==> src/rtl/e203_soc_pkg.sv <==
// Shared constants for the E203 SoC pad shell: reset vectors, GPIO bank width, debug strap decode.
// Pure definitions; no latency or flow control involved.
package e203_soc_pkg;

   localparam int          GPIO_W    = 32;
   localparam logic [31:0] ROM_RTVEC = 32'h0000_1000;
   localparam logic [31:0] XIP_RTVEC = 32'h2000_0000;

   typedef logic [2:0] dbg_mode_t;
   localparam dbg_mode_t DBG_MODE_NONE = 3'b000;

   typedef enum logic {
      PMU_OFF = 1'b0,
      PMU_ON  = 1'b1
   } pmu_state_e;

   // Straps are active-low on the board; the core wants an active-high mode vector.
   function automatic dbg_mode_t dbg_mode_decode(input logic [2:0] straps_n);
      return ~straps_n;
   endfunction

endpackage

==> src/rtl/e203_soc_pad_top_if.sv <==
// Pad-ring bundle of the E203 SoC; master = chip side, slave = board side.
// Wires only; no latency, no backpressure.
interface e203_soc_pad_top_if;
   import e203_soc_pkg::*;

   logic              hfxoscen;
   logic              lfextclk;
   logic              lfxoscen;
   logic              io_pads_jtag_TCK_i_ival;
   logic              io_pads_jtag_TMS_i_ival;
   logic              io_pads_jtag_TDI_i_ival;
   logic              io_pads_jtag_TDO_o_oval;
   logic              io_pads_jtag_TDO_o_oe;
   logic [GPIO_W-1:0] io_pads_gpioA_i_ival;
   logic [GPIO_W-1:0] io_pads_gpioA_o_oval;
   logic [GPIO_W-1:0] io_pads_gpioA_o_oe;
   logic [GPIO_W-1:0] io_pads_gpioB_i_ival;
   logic [GPIO_W-1:0] io_pads_gpioB_o_oval;
   logic [GPIO_W-1:0] io_pads_gpioB_o_oe;
   logic              io_pads_qspi0_sck_o_oval;
   logic              io_pads_qspi0_cs_0_o_oval;
   logic              io_pads_qspi0_dq_0_i_ival, io_pads_qspi0_dq_0_o_oval, io_pads_qspi0_dq_0_o_oe;
   logic              io_pads_qspi0_dq_1_i_ival, io_pads_qspi0_dq_1_o_oval, io_pads_qspi0_dq_1_o_oe;
   logic              io_pads_qspi0_dq_2_i_ival, io_pads_qspi0_dq_2_o_oval, io_pads_qspi0_dq_2_o_oe;
   logic              io_pads_qspi0_dq_3_i_ival, io_pads_qspi0_dq_3_o_oval, io_pads_qspi0_dq_3_o_oe;
   logic              io_pads_aon_pmu_dwakeup_n_i_ival;
   logic              io_pads_aon_pmu_vddpaden_o_oval;
   logic              io_pads_aon_pmu_padrst_o_oval;
   logic              io_pads_bootrom_n_i_ival;
   logic              io_pads_dbgmode0_n_i_ival;
   logic              io_pads_dbgmode1_n_i_ival;
   logic              io_pads_dbgmode2_n_i_ival;

   modport master (
      output hfxoscen, lfxoscen,
      input  lfextclk,
      input  io_pads_jtag_TCK_i_ival, io_pads_jtag_TMS_i_ival, io_pads_jtag_TDI_i_ival,
      output io_pads_jtag_TDO_o_oval, io_pads_jtag_TDO_o_oe,
      input  io_pads_gpioA_i_ival, io_pads_gpioB_i_ival,
      output io_pads_gpioA_o_oval, io_pads_gpioA_o_oe, io_pads_gpioB_o_oval, io_pads_gpioB_o_oe,
      output io_pads_qspi0_sck_o_oval, io_pads_qspi0_cs_0_o_oval,
      input  io_pads_qspi0_dq_0_i_ival, io_pads_qspi0_dq_1_i_ival,
      input  io_pads_qspi0_dq_2_i_ival, io_pads_qspi0_dq_3_i_ival,
      output io_pads_qspi0_dq_0_o_oval, io_pads_qspi0_dq_0_o_oe, io_pads_qspi0_dq_1_o_oval, io_pads_qspi0_dq_1_o_oe,
      output io_pads_qspi0_dq_2_o_oval, io_pads_qspi0_dq_2_o_oe, io_pads_qspi0_dq_3_o_oval, io_pads_qspi0_dq_3_o_oe,
      input  io_pads_aon_pmu_dwakeup_n_i_ival,
      output io_pads_aon_pmu_vddpaden_o_oval, io_pads_aon_pmu_padrst_o_oval,
      input  io_pads_bootrom_n_i_ival, io_pads_dbgmode0_n_i_ival,
      input  io_pads_dbgmode1_n_i_ival, io_pads_dbgmode2_n_i_ival
   );

   modport slave (
      input  hfxoscen, lfxoscen,
      output lfextclk,
      output io_pads_jtag_TCK_i_ival, io_pads_jtag_TMS_i_ival, io_pads_jtag_TDI_i_ival,
      input  io_pads_jtag_TDO_o_oval, io_pads_jtag_TDO_o_oe,
      output io_pads_gpioA_i_ival, io_pads_gpioB_i_ival,
      input  io_pads_gpioA_o_oval, io_pads_gpioA_o_oe, io_pads_gpioB_o_oval, io_pads_gpioB_o_oe,
      input  io_pads_qspi0_sck_o_oval, io_pads_qspi0_cs_0_o_oval,
      output io_pads_qspi0_dq_0_i_ival, io_pads_qspi0_dq_1_i_ival,
      output io_pads_qspi0_dq_2_i_ival, io_pads_qspi0_dq_3_i_ival,
      input  io_pads_qspi0_dq_0_o_oval, io_pads_qspi0_dq_0_o_oe, io_pads_qspi0_dq_1_o_oval, io_pads_qspi0_dq_1_o_oe,
      input  io_pads_qspi0_dq_2_o_oval, io_pads_qspi0_dq_2_o_oe, io_pads_qspi0_dq_3_o_oval, io_pads_qspi0_dq_3_o_oe,
      output io_pads_aon_pmu_dwakeup_n_i_ival,
      input  io_pads_aon_pmu_vddpaden_o_oval, io_pads_aon_pmu_padrst_o_oval,
      output io_pads_bootrom_n_i_ival, io_pads_dbgmode0_n_i_ival,
      output io_pads_dbgmode1_n_i_ival, io_pads_dbgmode2_n_i_ival
   );

endinterface

==> src/rtl/e203_gnrl_sync.sv <==
// Width-parameterised DP-stage synchroniser, cleared to zero by async active-low reset.
// Latency DP cycles; no backpressure.
module e203_gnrl_sync #(
   parameter int DP = 2,
   parameter int DW = 1
) (
   input  logic          clk,
   input  logic          rst_n,
   input  logic [DW-1:0] din,
   output logic [DW-1:0] dout
);

   logic [DW-1:0] sync_r [DP];

   always_ff @(posedge clk or negedge rst_n) begin
      if (!rst_n) begin
         for (int i = 0; i < DP; i++) sync_r[i] <= '0;
      end else begin
         sync_r[0] <= din;
         for (int i = 1; i < DP; i++) sync_r[i] <= sync_r[i-1];
      end
   end

   assign dout = sync_r[DP-1];

endmodule

==> src/rtl/e203_subsys_top.sv <==
// Stand-in for the core subsystem: loops synchronised pads back onto the outputs so the pad ring
// can be brought up without the CPU. Outputs are combinational from inputs; no backpressure.
module e203_subsys_top
   import e203_soc_pkg::*;
(
   input  logic              clk,
   input  logic              rst_n,
   input  logic [31:0]       pc_rtvec,
   input  dbg_mode_t         dbg_mode,
   input  logic              rtc_tick,
   input  logic              wake_evt,
   input  logic              jtag_tck,
   input  logic              jtag_tms,
   input  logic              jtag_tdi,
   output logic              jtag_tdo,
   output logic              jtag_tdo_oe,
   input  logic [GPIO_W-1:0] gpioA_i,
   input  logic [GPIO_W-1:0] gpioB_i,
   output logic [GPIO_W-1:0] gpioA_o,
   output logic [GPIO_W-1:0] gpioA_oe,
   output logic [GPIO_W-1:0] gpioB_o,
   output logic [GPIO_W-1:0] gpioB_oe,
   output logic              qspi_sck,
   output logic              qspi_cs_0,
   input  logic [3:0]        qspi_dq_i,
   output logic [3:0]        qspi_dq_o,
   output logic [3:0]        qspi_dq_oe
);

   logic [27:0] mtime;

   always_ff @(posedge clk or negedge rst_n) begin
      if (!rst_n)        mtime <= '0;
      else if (rtc_tick) mtime <= mtime + 28'd1;
   end

   // Boot config and timer are exposed on gpioA so they are observable on a scope.
   assign gpioA_o     = GPIO_W'(pc_rtvec | {dbg_mode, wake_evt, mtime});
   assign gpioA_oe    = gpioB_i;
   assign gpioB_o     = ~gpioA_i;
   assign gpioB_oe    = gpioA_i;
   assign jtag_tdo    = jtag_tdi;
   assign jtag_tdo_oe = jtag_tms;
   assign qspi_sck    = jtag_tck;
   assign qspi_cs_0   = ~jtag_tms;
   assign qspi_dq_o   = qspi_dq_i;
   assign qspi_dq_oe  = {4{jtag_tms}};

endmodule

==> src/rtl/e203_soc_pad_top.sv <==
// E203 chip shell: reset conditioning, strap capture, RTC tick, pad synchronisers and output gating.
// Inputs reach the core after SYNC_STAGES cycles, TDO pins 1 cycle, other outputs combinational; no backpressure.
module e203_soc_pad_top #(
   parameter int          SYNC_STAGES = 2,
   parameter logic [31:0] ROM_RTVEC   = e203_soc_pkg::ROM_RTVEC,
   parameter logic [31:0] XIP_RTVEC   = e203_soc_pkg::XIP_RTVEC
) (
   input  logic               hfextclk,
   input  logic               io_pads_aon_erst_n_i_ival,
   e203_soc_pad_top_if.master pad
);
   import e203_soc_pkg::*;

   logic erst_n;
   logic core_rst_n;
   assign erst_n = io_pads_aon_erst_n_i_ival;

   // Reset synchroniser: asserts asynchronously, releases after SYNC_STAGES edges.
   e203_gnrl_sync #(.DP(SYNC_STAGES), .DW(1)) u_rst_sync (
      .clk(hfextclk), .rst_n(erst_n), .din(1'b1), .dout(core_rst_n)
   );

   logic [2:0]        jtag_s;
   logic [GPIO_W-1:0] gpioA_s;
   logic [GPIO_W-1:0] gpioB_s;
   logic [3:0]        dq_s;
   logic              lf_s;
   logic              wake_evt;

   e203_gnrl_sync #(.DP(SYNC_STAGES), .DW(3)) u_jtag_sync (
      .clk(hfextclk), .rst_n(erst_n),
      .din({pad.io_pads_jtag_TCK_i_ival, pad.io_pads_jtag_TMS_i_ival, pad.io_pads_jtag_TDI_i_ival}),
      .dout(jtag_s)
   );
   e203_gnrl_sync #(.DP(SYNC_STAGES), .DW(GPIO_W)) u_gpioA_sync (
      .clk(hfextclk), .rst_n(erst_n), .din(pad.io_pads_gpioA_i_ival), .dout(gpioA_s)
   );
   e203_gnrl_sync #(.DP(SYNC_STAGES), .DW(GPIO_W)) u_gpioB_sync (
      .clk(hfextclk), .rst_n(erst_n), .din(pad.io_pads_gpioB_i_ival), .dout(gpioB_s)
   );
   e203_gnrl_sync #(.DP(SYNC_STAGES), .DW(4)) u_dq_sync (
      .clk(hfextclk), .rst_n(erst_n),
      .din({pad.io_pads_qspi0_dq_3_i_ival, pad.io_pads_qspi0_dq_2_i_ival,
            pad.io_pads_qspi0_dq_1_i_ival, pad.io_pads_qspi0_dq_0_i_ival}),
      .dout(dq_s)
   );
   // Wake is inverted before the chain so the cleared synchroniser reads "no wake".
   e203_gnrl_sync #(.DP(SYNC_STAGES), .DW(2)) u_aon_sync (
      .clk(hfextclk), .rst_n(erst_n),
      .din({pad.lfextclk, ~pad.io_pads_aon_pmu_dwakeup_n_i_ival}),
      .dout({lf_s, wake_evt})
   );

   pmu_state_e pmu_st;
   pmu_state_e pmu_nxt;
   logic       strap_cap;

   always_ff @(posedge hfextclk or negedge erst_n) begin
      if (!erst_n) pmu_st <= PMU_OFF;
      else         pmu_st <= pmu_nxt;
   end

   always_comb begin
      pmu_nxt   = pmu_st;
      strap_cap = 1'b0;
      case (pmu_st)
         PMU_OFF: begin
            if (core_rst_n) begin
               pmu_nxt   = PMU_ON;
               strap_cap = 1'b1;
            end
         end
         PMU_ON:  pmu_nxt = PMU_ON;
         default: pmu_nxt = PMU_OFF;
      endcase
   end

   logic        bootrom_n_q;
   dbg_mode_t   dbg_mode;
   logic [31:0] pc_rtvec;

   // Straps are static board pulls, so they are sampled raw on the single capture edge.
   always_ff @(posedge hfextclk or negedge erst_n) begin
      if (!erst_n) begin
         bootrom_n_q <= 1'b0;
         dbg_mode    <= DBG_MODE_NONE;
      end else if (strap_cap) begin
         bootrom_n_q <= pad.io_pads_bootrom_n_i_ival;
         dbg_mode    <= dbg_mode_decode({pad.io_pads_dbgmode2_n_i_ival,
                                         pad.io_pads_dbgmode1_n_i_ival,
                                         pad.io_pads_dbgmode0_n_i_ival});
      end
   end

   assign pc_rtvec = bootrom_n_q ? XIP_RTVEC : ROM_RTVEC;

   logic lf_q;
   logic rtc_tick;
   logic tdo_q;
   logic tdo_oe_q;
   logic core_tdo;
   logic core_tdo_oe;

   always_ff @(posedge hfextclk or negedge erst_n) begin
      if (!erst_n) begin
         lf_q     <= 1'b0;
         tdo_q    <= 1'b0;
         tdo_oe_q <= 1'b0;
      end else begin
         lf_q     <= lf_s;
         tdo_q    <= core_rst_n & core_tdo;
         tdo_oe_q <= core_rst_n & core_tdo_oe;
      end
   end

   assign rtc_tick = lf_s & ~lf_q;

   logic [GPIO_W-1:0] core_gpioA_o, core_gpioA_oe, core_gpioB_o, core_gpioB_oe;
   logic              core_sck, core_cs;
   logic [3:0]        core_dq_o, core_dq_oe;

   e203_subsys_top u_subsys (
      .clk        (hfextclk),
      .rst_n      (core_rst_n),
      .pc_rtvec   (pc_rtvec),
      .dbg_mode   (dbg_mode),
      .rtc_tick   (rtc_tick),
      .wake_evt   (wake_evt),
      .jtag_tck   (jtag_s[2]),
      .jtag_tms   (jtag_s[1]),
      .jtag_tdi   (jtag_s[0]),
      .jtag_tdo   (core_tdo),
      .jtag_tdo_oe(core_tdo_oe),
      .gpioA_i    (gpioA_s),
      .gpioB_i    (gpioB_s),
      .gpioA_o    (core_gpioA_o),
      .gpioA_oe   (core_gpioA_oe),
      .gpioB_o    (core_gpioB_o),
      .gpioB_oe   (core_gpioB_oe),
      .qspi_sck   (core_sck),
      .qspi_cs_0  (core_cs),
      .qspi_dq_i  (dq_s),
      .qspi_dq_o  (core_dq_o),
      .qspi_dq_oe (core_dq_oe)
   );

   assign pad.hfxoscen                        = 1'b1;
   assign pad.lfxoscen                        = 1'b1;
   assign pad.io_pads_aon_pmu_padrst_o_oval   = ~core_rst_n;
   assign pad.io_pads_aon_pmu_vddpaden_o_oval = (pmu_st == PMU_ON);

   assign pad.io_pads_jtag_TDO_o_oval = tdo_q;
   assign pad.io_pads_jtag_TDO_o_oe   = tdo_oe_q;

   // Output enables and chip select are held safe combinationally while the core is in reset.
   assign pad.io_pads_gpioA_o_oval      = core_gpioA_o;
   assign pad.io_pads_gpioA_o_oe        = core_rst_n ? core_gpioA_oe : '0;
   assign pad.io_pads_gpioB_o_oval      = core_gpioB_o;
   assign pad.io_pads_gpioB_o_oe        = core_rst_n ? core_gpioB_oe : '0;
   assign pad.io_pads_qspi0_sck_o_oval  = core_rst_n & core_sck;
   assign pad.io_pads_qspi0_cs_0_o_oval = ~core_rst_n | core_cs;
   assign pad.io_pads_qspi0_dq_0_o_oval = core_dq_o[0];
   assign pad.io_pads_qspi0_dq_1_o_oval = core_dq_o[1];
   assign pad.io_pads_qspi0_dq_2_o_oval = core_dq_o[2];
   assign pad.io_pads_qspi0_dq_3_o_oval = core_dq_o[3];
   assign pad.io_pads_qspi0_dq_0_o_oe   = core_rst_n & core_dq_oe[0];
   assign pad.io_pads_qspi0_dq_1_o_oe   = core_rst_n & core_dq_oe[1];
   assign pad.io_pads_qspi0_dq_2_o_oe   = core_rst_n & core_dq_oe[2];
   assign pad.io_pads_qspi0_dq_3_o_oe   = core_rst_n & core_dq_oe[3];

endmodule

==> src/flat_wrapper.sv <==
// flat-port wrapper written by rule: the top's interface ports become plain ports
module e203_soc_pad_top_flat import e203_soc_pkg::*;
#(
   parameter int          SYNC_STAGES = 2,
   parameter logic [31:0] ROM_RTVEC   = e203_soc_pkg::ROM_RTVEC,
   parameter logic [31:0] XIP_RTVEC   = e203_soc_pkg::XIP_RTVEC
)
  (hfextclk, io_pads_aon_erst_n_i_ival, pad_hfxoscen, pad_lfxoscen, pad_lfextclk, pad_io_pads_jtag_TCK_i_ival, pad_io_pads_jtag_TMS_i_ival, pad_io_pads_jtag_TDI_i_ival, pad_io_pads_jtag_TDO_o_oval, pad_io_pads_jtag_TDO_o_oe, pad_io_pads_gpioA_i_ival, pad_io_pads_gpioB_i_ival, pad_io_pads_gpioA_o_oval, pad_io_pads_gpioA_o_oe, pad_io_pads_gpioB_o_oval, pad_io_pads_gpioB_o_oe, pad_io_pads_qspi0_sck_o_oval, pad_io_pads_qspi0_cs_0_o_oval, pad_io_pads_qspi0_dq_0_i_ival, pad_io_pads_qspi0_dq_1_i_ival, pad_io_pads_qspi0_dq_2_i_ival, pad_io_pads_qspi0_dq_3_i_ival, pad_io_pads_qspi0_dq_0_o_oval, pad_io_pads_qspi0_dq_0_o_oe, pad_io_pads_qspi0_dq_1_o_oval, pad_io_pads_qspi0_dq_1_o_oe, pad_io_pads_qspi0_dq_2_o_oval, pad_io_pads_qspi0_dq_2_o_oe, pad_io_pads_qspi0_dq_3_o_oval, pad_io_pads_qspi0_dq_3_o_oe, pad_io_pads_aon_pmu_dwakeup_n_i_ival, pad_io_pads_aon_pmu_vddpaden_o_oval, pad_io_pads_aon_pmu_padrst_o_oval, pad_io_pads_bootrom_n_i_ival, pad_io_pads_dbgmode0_n_i_ival, pad_io_pads_dbgmode1_n_i_ival, pad_io_pads_dbgmode2_n_i_ival);
  e203_soc_pad_top_if pad_i ();
  input  logic hfextclk;
  input  logic io_pads_aon_erst_n_i_ival;
  output wire logic [$bits(pad_i.hfxoscen)-1:0] pad_hfxoscen;
  output wire logic [$bits(pad_i.lfxoscen)-1:0] pad_lfxoscen;
  input wire logic [$bits(pad_i.lfextclk)-1:0] pad_lfextclk;
  input wire logic [$bits(pad_i.io_pads_jtag_TCK_i_ival)-1:0] pad_io_pads_jtag_TCK_i_ival;
  input wire logic [$bits(pad_i.io_pads_jtag_TMS_i_ival)-1:0] pad_io_pads_jtag_TMS_i_ival;
  input wire logic [$bits(pad_i.io_pads_jtag_TDI_i_ival)-1:0] pad_io_pads_jtag_TDI_i_ival;
  output wire logic [$bits(pad_i.io_pads_jtag_TDO_o_oval)-1:0] pad_io_pads_jtag_TDO_o_oval;
  output wire logic [$bits(pad_i.io_pads_jtag_TDO_o_oe)-1:0] pad_io_pads_jtag_TDO_o_oe;
  input wire logic [$bits(pad_i.io_pads_gpioA_i_ival)-1:0] pad_io_pads_gpioA_i_ival;
  input wire logic [$bits(pad_i.io_pads_gpioB_i_ival)-1:0] pad_io_pads_gpioB_i_ival;
  output wire logic [$bits(pad_i.io_pads_gpioA_o_oval)-1:0] pad_io_pads_gpioA_o_oval;
  output wire logic [$bits(pad_i.io_pads_gpioA_o_oe)-1:0] pad_io_pads_gpioA_o_oe;
  output wire logic [$bits(pad_i.io_pads_gpioB_o_oval)-1:0] pad_io_pads_gpioB_o_oval;
  output wire logic [$bits(pad_i.io_pads_gpioB_o_oe)-1:0] pad_io_pads_gpioB_o_oe;
  output wire logic [$bits(pad_i.io_pads_qspi0_sck_o_oval)-1:0] pad_io_pads_qspi0_sck_o_oval;
  output wire logic [$bits(pad_i.io_pads_qspi0_cs_0_o_oval)-1:0] pad_io_pads_qspi0_cs_0_o_oval;
  input wire logic [$bits(pad_i.io_pads_qspi0_dq_0_i_ival)-1:0] pad_io_pads_qspi0_dq_0_i_ival;
  input wire logic [$bits(pad_i.io_pads_qspi0_dq_1_i_ival)-1:0] pad_io_pads_qspi0_dq_1_i_ival;
  input wire logic [$bits(pad_i.io_pads_qspi0_dq_2_i_ival)-1:0] pad_io_pads_qspi0_dq_2_i_ival;
  input wire logic [$bits(pad_i.io_pads_qspi0_dq_3_i_ival)-1:0] pad_io_pads_qspi0_dq_3_i_ival;
  output wire logic [$bits(pad_i.io_pads_qspi0_dq_0_o_oval)-1:0] pad_io_pads_qspi0_dq_0_o_oval;
  output wire logic [$bits(pad_i.io_pads_qspi0_dq_0_o_oe)-1:0] pad_io_pads_qspi0_dq_0_o_oe;
  output wire logic [$bits(pad_i.io_pads_qspi0_dq_1_o_oval)-1:0] pad_io_pads_qspi0_dq_1_o_oval;
  output wire logic [$bits(pad_i.io_pads_qspi0_dq_1_o_oe)-1:0] pad_io_pads_qspi0_dq_1_o_oe;
  output wire logic [$bits(pad_i.io_pads_qspi0_dq_2_o_oval)-1:0] pad_io_pads_qspi0_dq_2_o_oval;
  output wire logic [$bits(pad_i.io_pads_qspi0_dq_2_o_oe)-1:0] pad_io_pads_qspi0_dq_2_o_oe;
  output wire logic [$bits(pad_i.io_pads_qspi0_dq_3_o_oval)-1:0] pad_io_pads_qspi0_dq_3_o_oval;
  output wire logic [$bits(pad_i.io_pads_qspi0_dq_3_o_oe)-1:0] pad_io_pads_qspi0_dq_3_o_oe;
  input wire logic [$bits(pad_i.io_pads_aon_pmu_dwakeup_n_i_ival)-1:0] pad_io_pads_aon_pmu_dwakeup_n_i_ival;
  output wire logic [$bits(pad_i.io_pads_aon_pmu_vddpaden_o_oval)-1:0] pad_io_pads_aon_pmu_vddpaden_o_oval;
  output wire logic [$bits(pad_i.io_pads_aon_pmu_padrst_o_oval)-1:0] pad_io_pads_aon_pmu_padrst_o_oval;
  input wire logic [$bits(pad_i.io_pads_bootrom_n_i_ival)-1:0] pad_io_pads_bootrom_n_i_ival;
  input wire logic [$bits(pad_i.io_pads_dbgmode0_n_i_ival)-1:0] pad_io_pads_dbgmode0_n_i_ival;
  input wire logic [$bits(pad_i.io_pads_dbgmode1_n_i_ival)-1:0] pad_io_pads_dbgmode1_n_i_ival;
  input wire logic [$bits(pad_i.io_pads_dbgmode2_n_i_ival)-1:0] pad_io_pads_dbgmode2_n_i_ival;
  assign pad_hfxoscen = pad_i.hfxoscen;
  assign pad_lfxoscen = pad_i.lfxoscen;
  assign pad_i.lfextclk = pad_lfextclk;
  assign pad_i.io_pads_jtag_TCK_i_ival = pad_io_pads_jtag_TCK_i_ival;
  assign pad_i.io_pads_jtag_TMS_i_ival = pad_io_pads_jtag_TMS_i_ival;
  assign pad_i.io_pads_jtag_TDI_i_ival = pad_io_pads_jtag_TDI_i_ival;
  assign pad_io_pads_jtag_TDO_o_oval = pad_i.io_pads_jtag_TDO_o_oval;
  assign pad_io_pads_jtag_TDO_o_oe = pad_i.io_pads_jtag_TDO_o_oe;
  assign pad_i.io_pads_gpioA_i_ival = pad_io_pads_gpioA_i_ival;
  assign pad_i.io_pads_gpioB_i_ival = pad_io_pads_gpioB_i_ival;
  assign pad_io_pads_gpioA_o_oval = pad_i.io_pads_gpioA_o_oval;
  assign pad_io_pads_gpioA_o_oe = pad_i.io_pads_gpioA_o_oe;
  assign pad_io_pads_gpioB_o_oval = pad_i.io_pads_gpioB_o_oval;
  assign pad_io_pads_gpioB_o_oe = pad_i.io_pads_gpioB_o_oe;
  assign pad_io_pads_qspi0_sck_o_oval = pad_i.io_pads_qspi0_sck_o_oval;
  assign pad_io_pads_qspi0_cs_0_o_oval = pad_i.io_pads_qspi0_cs_0_o_oval;
  assign pad_i.io_pads_qspi0_dq_0_i_ival = pad_io_pads_qspi0_dq_0_i_ival;
  assign pad_i.io_pads_qspi0_dq_1_i_ival = pad_io_pads_qspi0_dq_1_i_ival;
  assign pad_i.io_pads_qspi0_dq_2_i_ival = pad_io_pads_qspi0_dq_2_i_ival;
  assign pad_i.io_pads_qspi0_dq_3_i_ival = pad_io_pads_qspi0_dq_3_i_ival;
  assign pad_io_pads_qspi0_dq_0_o_oval = pad_i.io_pads_qspi0_dq_0_o_oval;
  assign pad_io_pads_qspi0_dq_0_o_oe = pad_i.io_pads_qspi0_dq_0_o_oe;
  assign pad_io_pads_qspi0_dq_1_o_oval = pad_i.io_pads_qspi0_dq_1_o_oval;
  assign pad_io_pads_qspi0_dq_1_o_oe = pad_i.io_pads_qspi0_dq_1_o_oe;
  assign pad_io_pads_qspi0_dq_2_o_oval = pad_i.io_pads_qspi0_dq_2_o_oval;
  assign pad_io_pads_qspi0_dq_2_o_oe = pad_i.io_pads_qspi0_dq_2_o_oe;
  assign pad_io_pads_qspi0_dq_3_o_oval = pad_i.io_pads_qspi0_dq_3_o_oval;
  assign pad_io_pads_qspi0_dq_3_o_oe = pad_i.io_pads_qspi0_dq_3_o_oe;
  assign pad_i.io_pads_aon_pmu_dwakeup_n_i_ival = pad_io_pads_aon_pmu_dwakeup_n_i_ival;
  assign pad_io_pads_aon_pmu_vddpaden_o_oval = pad_i.io_pads_aon_pmu_vddpaden_o_oval;
  assign pad_io_pads_aon_pmu_padrst_o_oval = pad_i.io_pads_aon_pmu_padrst_o_oval;
  assign pad_i.io_pads_bootrom_n_i_ival = pad_io_pads_bootrom_n_i_ival;
  assign pad_i.io_pads_dbgmode0_n_i_ival = pad_io_pads_dbgmode0_n_i_ival;
  assign pad_i.io_pads_dbgmode1_n_i_ival = pad_io_pads_dbgmode1_n_i_ival;
  assign pad_i.io_pads_dbgmode2_n_i_ival = pad_io_pads_dbgmode2_n_i_ival;
  e203_soc_pad_top #(.SYNC_STAGES(SYNC_STAGES), .ROM_RTVEC(ROM_RTVEC), .XIP_RTVEC(XIP_RTVEC)) u_core (.hfextclk(hfextclk), .io_pads_aon_erst_n_i_ival(io_pads_aon_erst_n_i_ival), .pad(pad_i));
endmodule
==> config.mk <==
export PLATFORM = sky130hd
export DESIGN_NAME = e203_soc_pad_top_flat
export DESIGN_NICKNAME = d
export VERILOG_FILES = /design/src/rtl/e203_soc_pkg.sv /design/src/rtl/e203_soc_pad_top_if.sv /design/src/rtl/e203_gnrl_sync.sv /design/src/rtl/e203_subsys_top.sv /design/src/rtl/e203_soc_pad_top.sv /design/src/flat_wrapper.sv
export SDC_FILE = /design/constraint.sdc
export NUM_CORES = 1
export LEC_CHECK = 0
export CAP_MARGIN = 0
export CELL_PAD_IN_SITES_DETAIL_PLACEMENT = 0
export CELL_PAD_IN_SITES_GLOBAL_PLACEMENT = 2
export CORE_MARGIN = 10
export CORE_UTILIZATION = 31
export CTS_CLUSTER_DIAMETER = 150
export DETAILED_ROUTE_END_ITERATION = 7
export HOLD_SLACK_MARGIN = 0.15
export PLACE_DENSITY_LB_ADDON = 0.1
export SYNTH_ARGS = -nofsm -noshare
export SYNTH_HDL_FRONTEND = slang
export SYNTH_SLANG_ARGS = --single-unit
==> constraint.sdc <==
create_clock -name hfextclk -period 5.55 [get_ports hfextclk]
set_input_delay 1.3875 -clock hfextclk [delete_from_list [all_inputs] [get_ports hfextclk]]
set_output_delay 1.3875 -clock hfextclk [all_outputs]
set_load 0.01 [all_outputs]
==> results_dict.tcl <==
set metrics [dict create \
    status "completed" \
    synth-compound-area-share 0.002504 \
    cellPowerDensity_nw_per_um2 336.7 \
    first_pass_iters 4 \
    routed_via_density 3.877 \
    htreeDepth 4 \
    critPathLaunchType "flop" \
    drt_iter0_markers 102 \
    critPathMaxFanout 33 \
    worstRegToRegCells 4 \
    hold_depth 0 \
    grt_antenna_before_repair 2 \
    postSynthCellCount 420 \
    ys_ff_latch 184 \
    fmax_ghz 0.2772 \
    leakage_uw 0.003901 \
    core_area_um2 18890 \
    synthAdderAreaFrac 0.002087 \
    place_congestion 0.7102 \
    insertion_delay_ns 0.42 \
    drc_errors 0 \
    grt_pass1_wl_um 22320 \
    cts.clk_slew.worst_paths_ns 0.06 \
    routedWlPerCell_um 16.03 \
    setup_viol 0 \
    cts-root-buf "clkbuf_16" \
    yosys.cell_count.top_type "dfrtp_1" \
    die_x_um 159.1 \
    portBuffers 220 \
    cts_sinks 184 \
    wl_um 14320 \
    finalNetCount 699 \
    worst_hold_startpoint "u_core.u_gpioA_sync.sync_r[37]$_DFF_PN0_" \
    final_util 0.4676 \
    worst_setup_path_end_kind "primary output" \
    vias 3462 \
    die_area_um2 25300 \
    synth-simple-area-share 0.1079 \
    fp-row-count 50 \
    max_slew_margin 0.3441 \
    tns_ns 0 \
    hold_viol 0 \
    ios 223 \
    maxCapViolations 0 \
    hold_class "flop to flop" \
    synth_xor_area_frac 0.03944 \
    required_ns 4.16 \
    start_util 0.3174 \
    worstSetupPathType "flop to primary output" \
    synth_area_leaders "dfrtp_1 (77%), buf_4 (4.5%), and2_1 (3.8%)" \
    rr_endpoint "u_core.u_subsys.mtime[27]$_DFFE_PN0P_" \
    ant_nets 0 \
    tightest_slew_ns 0.9828 \
    synth_top_area_frac 0.7679 \
    cts_setup_buffers 0 \
    ir_drop_v 0.0001949 \
    synth_top_flop_cell "dfrtp_1" \
    synth_edf_count 0 \
    netlist_area_um2 5996 \
    grt-ovfl-total 0 \
    ys_async_sr_fraction 1.000 \
    rsz0062_at_grt "no" \
    area_growth_pct 47.33 \
    fin_crit_sh 0.6500 \
    yosys.area.top_type "dfrtp_1" \
    synthTopCellsByCount "dfrtp_1 (184), inv_1 (38), and2_1 (36), buf_4 (36), nor2_1 (35)" \
    tritoncts "built" \
    die_h_um 159.1 \
    worstHoldEndpoint "u_core.u_gpioA_sync.dout[5]$_DFF_PN0_" \
    r2r_start "u_core.u_subsys.mtime[3]$_DFFE_PN0P_" \
    cts_resized 0 \
    cts_hold_buf 0 \
    arrival_ns 2.22 \
    ys_seq_area_frac 0.7679 \
    rrSetupSlack_ns 3.59 \
    syn_avg_cell_area_um2 14.28 \
    synth_top_family_by_area "simple AND/OR/NAND/NOR gates" \
    clockBufferDepth 2 \
    track_usage 0.1141 \
    skew_ns 0.008628 \
    grt_max_degree 101 \
    finalCriticalPeriod_ns 3.608 \
    numCtsBuffers 17 \
    synth_cell_types 27 \
    slew_violations 0 \
    grt_pass1_vias 3852 \
    synth_mux_area_frac 0.003756 \
    yosysWarningCount 0 \
    hpwl_um 10800 \
    drive_gt1_frac 0.06329 \
]
==> state kept, by name, summed over array words and instances (netlist names) <==
| register | flops |
|---|---|
| u_core.u_rst_sync.sync_r | 1 |
| u_core.dbg_mode | 3 |
| u_core.pad.io_pads_jtag_TDO_o_oval | 1 |
| u_core.u_rst_sync.dout | 1 |
| u_core.pad.io_pads_jtag_TDO_o_oe | 1 |
| u_core.pad.io_pads_aon_pmu_vddpaden_o_oval | 1 |
| u_core.u_jtag_sync.dout | 3 |
| u_core.u_gpioB_sync.sync_r | 32 |
| u_core.u_dq_sync.dout | 4 |
| u_core.bootrom_n_q | 1 |
| u_core.u_aon_sync.dout | 2 |
| u_core.u_aon_sync.sync_r | 2 |
| u_core.lf_q | 1 |
| u_core.u_subsys.mtime | 28 |
| u_core.u_jtag_sync.sync_r | 3 |
| u_core.u_dq_sync.sync_r | 4 |
| u_core.u_gpioA_sync.sync_r | 32 |
| u_core.u_gpioB_sync.dout | 32 |
| u_core.u_gpioA_sync.dout | 32 |
==> placed cells by master (no fill, tap or decap), types with 3 or more instances in the layout <==
cell type	n
nand4_1	7
and4_1	6
o21ai_0	3
clkdlybuf4s50_1	219
and2_1	36
buf_4	3
conb_1	3
inv_6	3
nand2_1	10
inv_1	38
dfrtp_1	183
and3_1	3
clkbuf_16	17
xor2_1	5
nand3_1	10
xnor2_1	22
nor2_1	35
nand2b_1	3
==> power breakdown <==
group	switching, uW	internal (uW)	total [uW]
registers	44.4	1420	1460
clock network	507	683	1190
logic	133	187	320
==> critical path, cell delays in order (launching register included) <==
cell	delay, ns
dfrtp_2	0.39
inv_1	0.71
clkdlybuf4s50_1	0.70
==> worst max-delay path by stage <==
stage / startpoint / endpoint / slack (ns) / depth (start not counted)
floorplan: u_core.u_rst_sync.dout$_DFF_PN0_ / pad_io_pads_qspi0_dq_1_o_oe / 2.28 / 5
global placement: u_core.u_rst_sync.dout$_DFF_PN0_ / pad_io_pads_aon_pmu_padrst_o_oval / 2.31 / 2
detailed placement: u_core.u_rst_sync.dout$_DFF_PN0_ / pad_io_pads_aon_pmu_padrst_o_oval / 2.27 / 2
CTS: u_core.u_rst_sync.dout$_DFF_PN0_ / pad_io_pads_aon_pmu_padrst_o_oval / 1.81 / 2
global route: u_core.u_rst_sync.dout$_DFF_PN0_ / pad_io_pads_qspi0_dq_1_o_oe / 1.72 / 4
finish: u_core.u_rst_sync.dout$_DFF_PN0_ / pad_io_pads_aon_pmu_padrst_o_oval / 1.94 / 2
==> through the flow <==
stage,hold slack [ns],setup WS (ns),std cells,total power (uW),cell area (um^2)
2_1_floorplan,0.3312,2.284,422,1609,6003
3_3_place_gp,0.3312,2.311,860,1814,8244
3_5_place_dp,0.3347,2.270,860,1821,8244
4_1_cts,0.3493,1.813,892,3027,8831
5_1_grt,0.3499,1.723,893,3113,8833
6_report,0.3461,1.942,893,2974,8833
==> cell families (layout without fill, tap and decap cells) <==
group	count (synthesis)	in the layout
flip-flops	184	184
AND/OR/NAND/NOR	119	119
buffers and inverters	83	293
XOR/XNOR	27	27
AO/OA/AOI/OAI	3	3
multiplexers	2	2
adder cells (fa/ha/maj)	1	1
other	1	4
==> layout make-up <==
cell class                      instances  area, um^2
Multi-Input combinational cell        155       944.7
Clock buffer                           20       446.7
Clock inverter                         12       140.1
Tap cell                              260       325.3
Sequential cell                       184        4606
Inverter                               38       142.6
Timing Repair Buffer                  223        2226
Fill cell                            1727       10060
Antenna cell                            1       2.502
==> layer usage <==
layer,vias up,track usage,wire length (um)
met3,10,0.06791,1550
met1,1673,0.1263,5695
met4,0,0.03538,173
met2,132,0.1803,6896
li1,1647,-,-
met5,-,0,0
(Power assumes the default switching activity.)
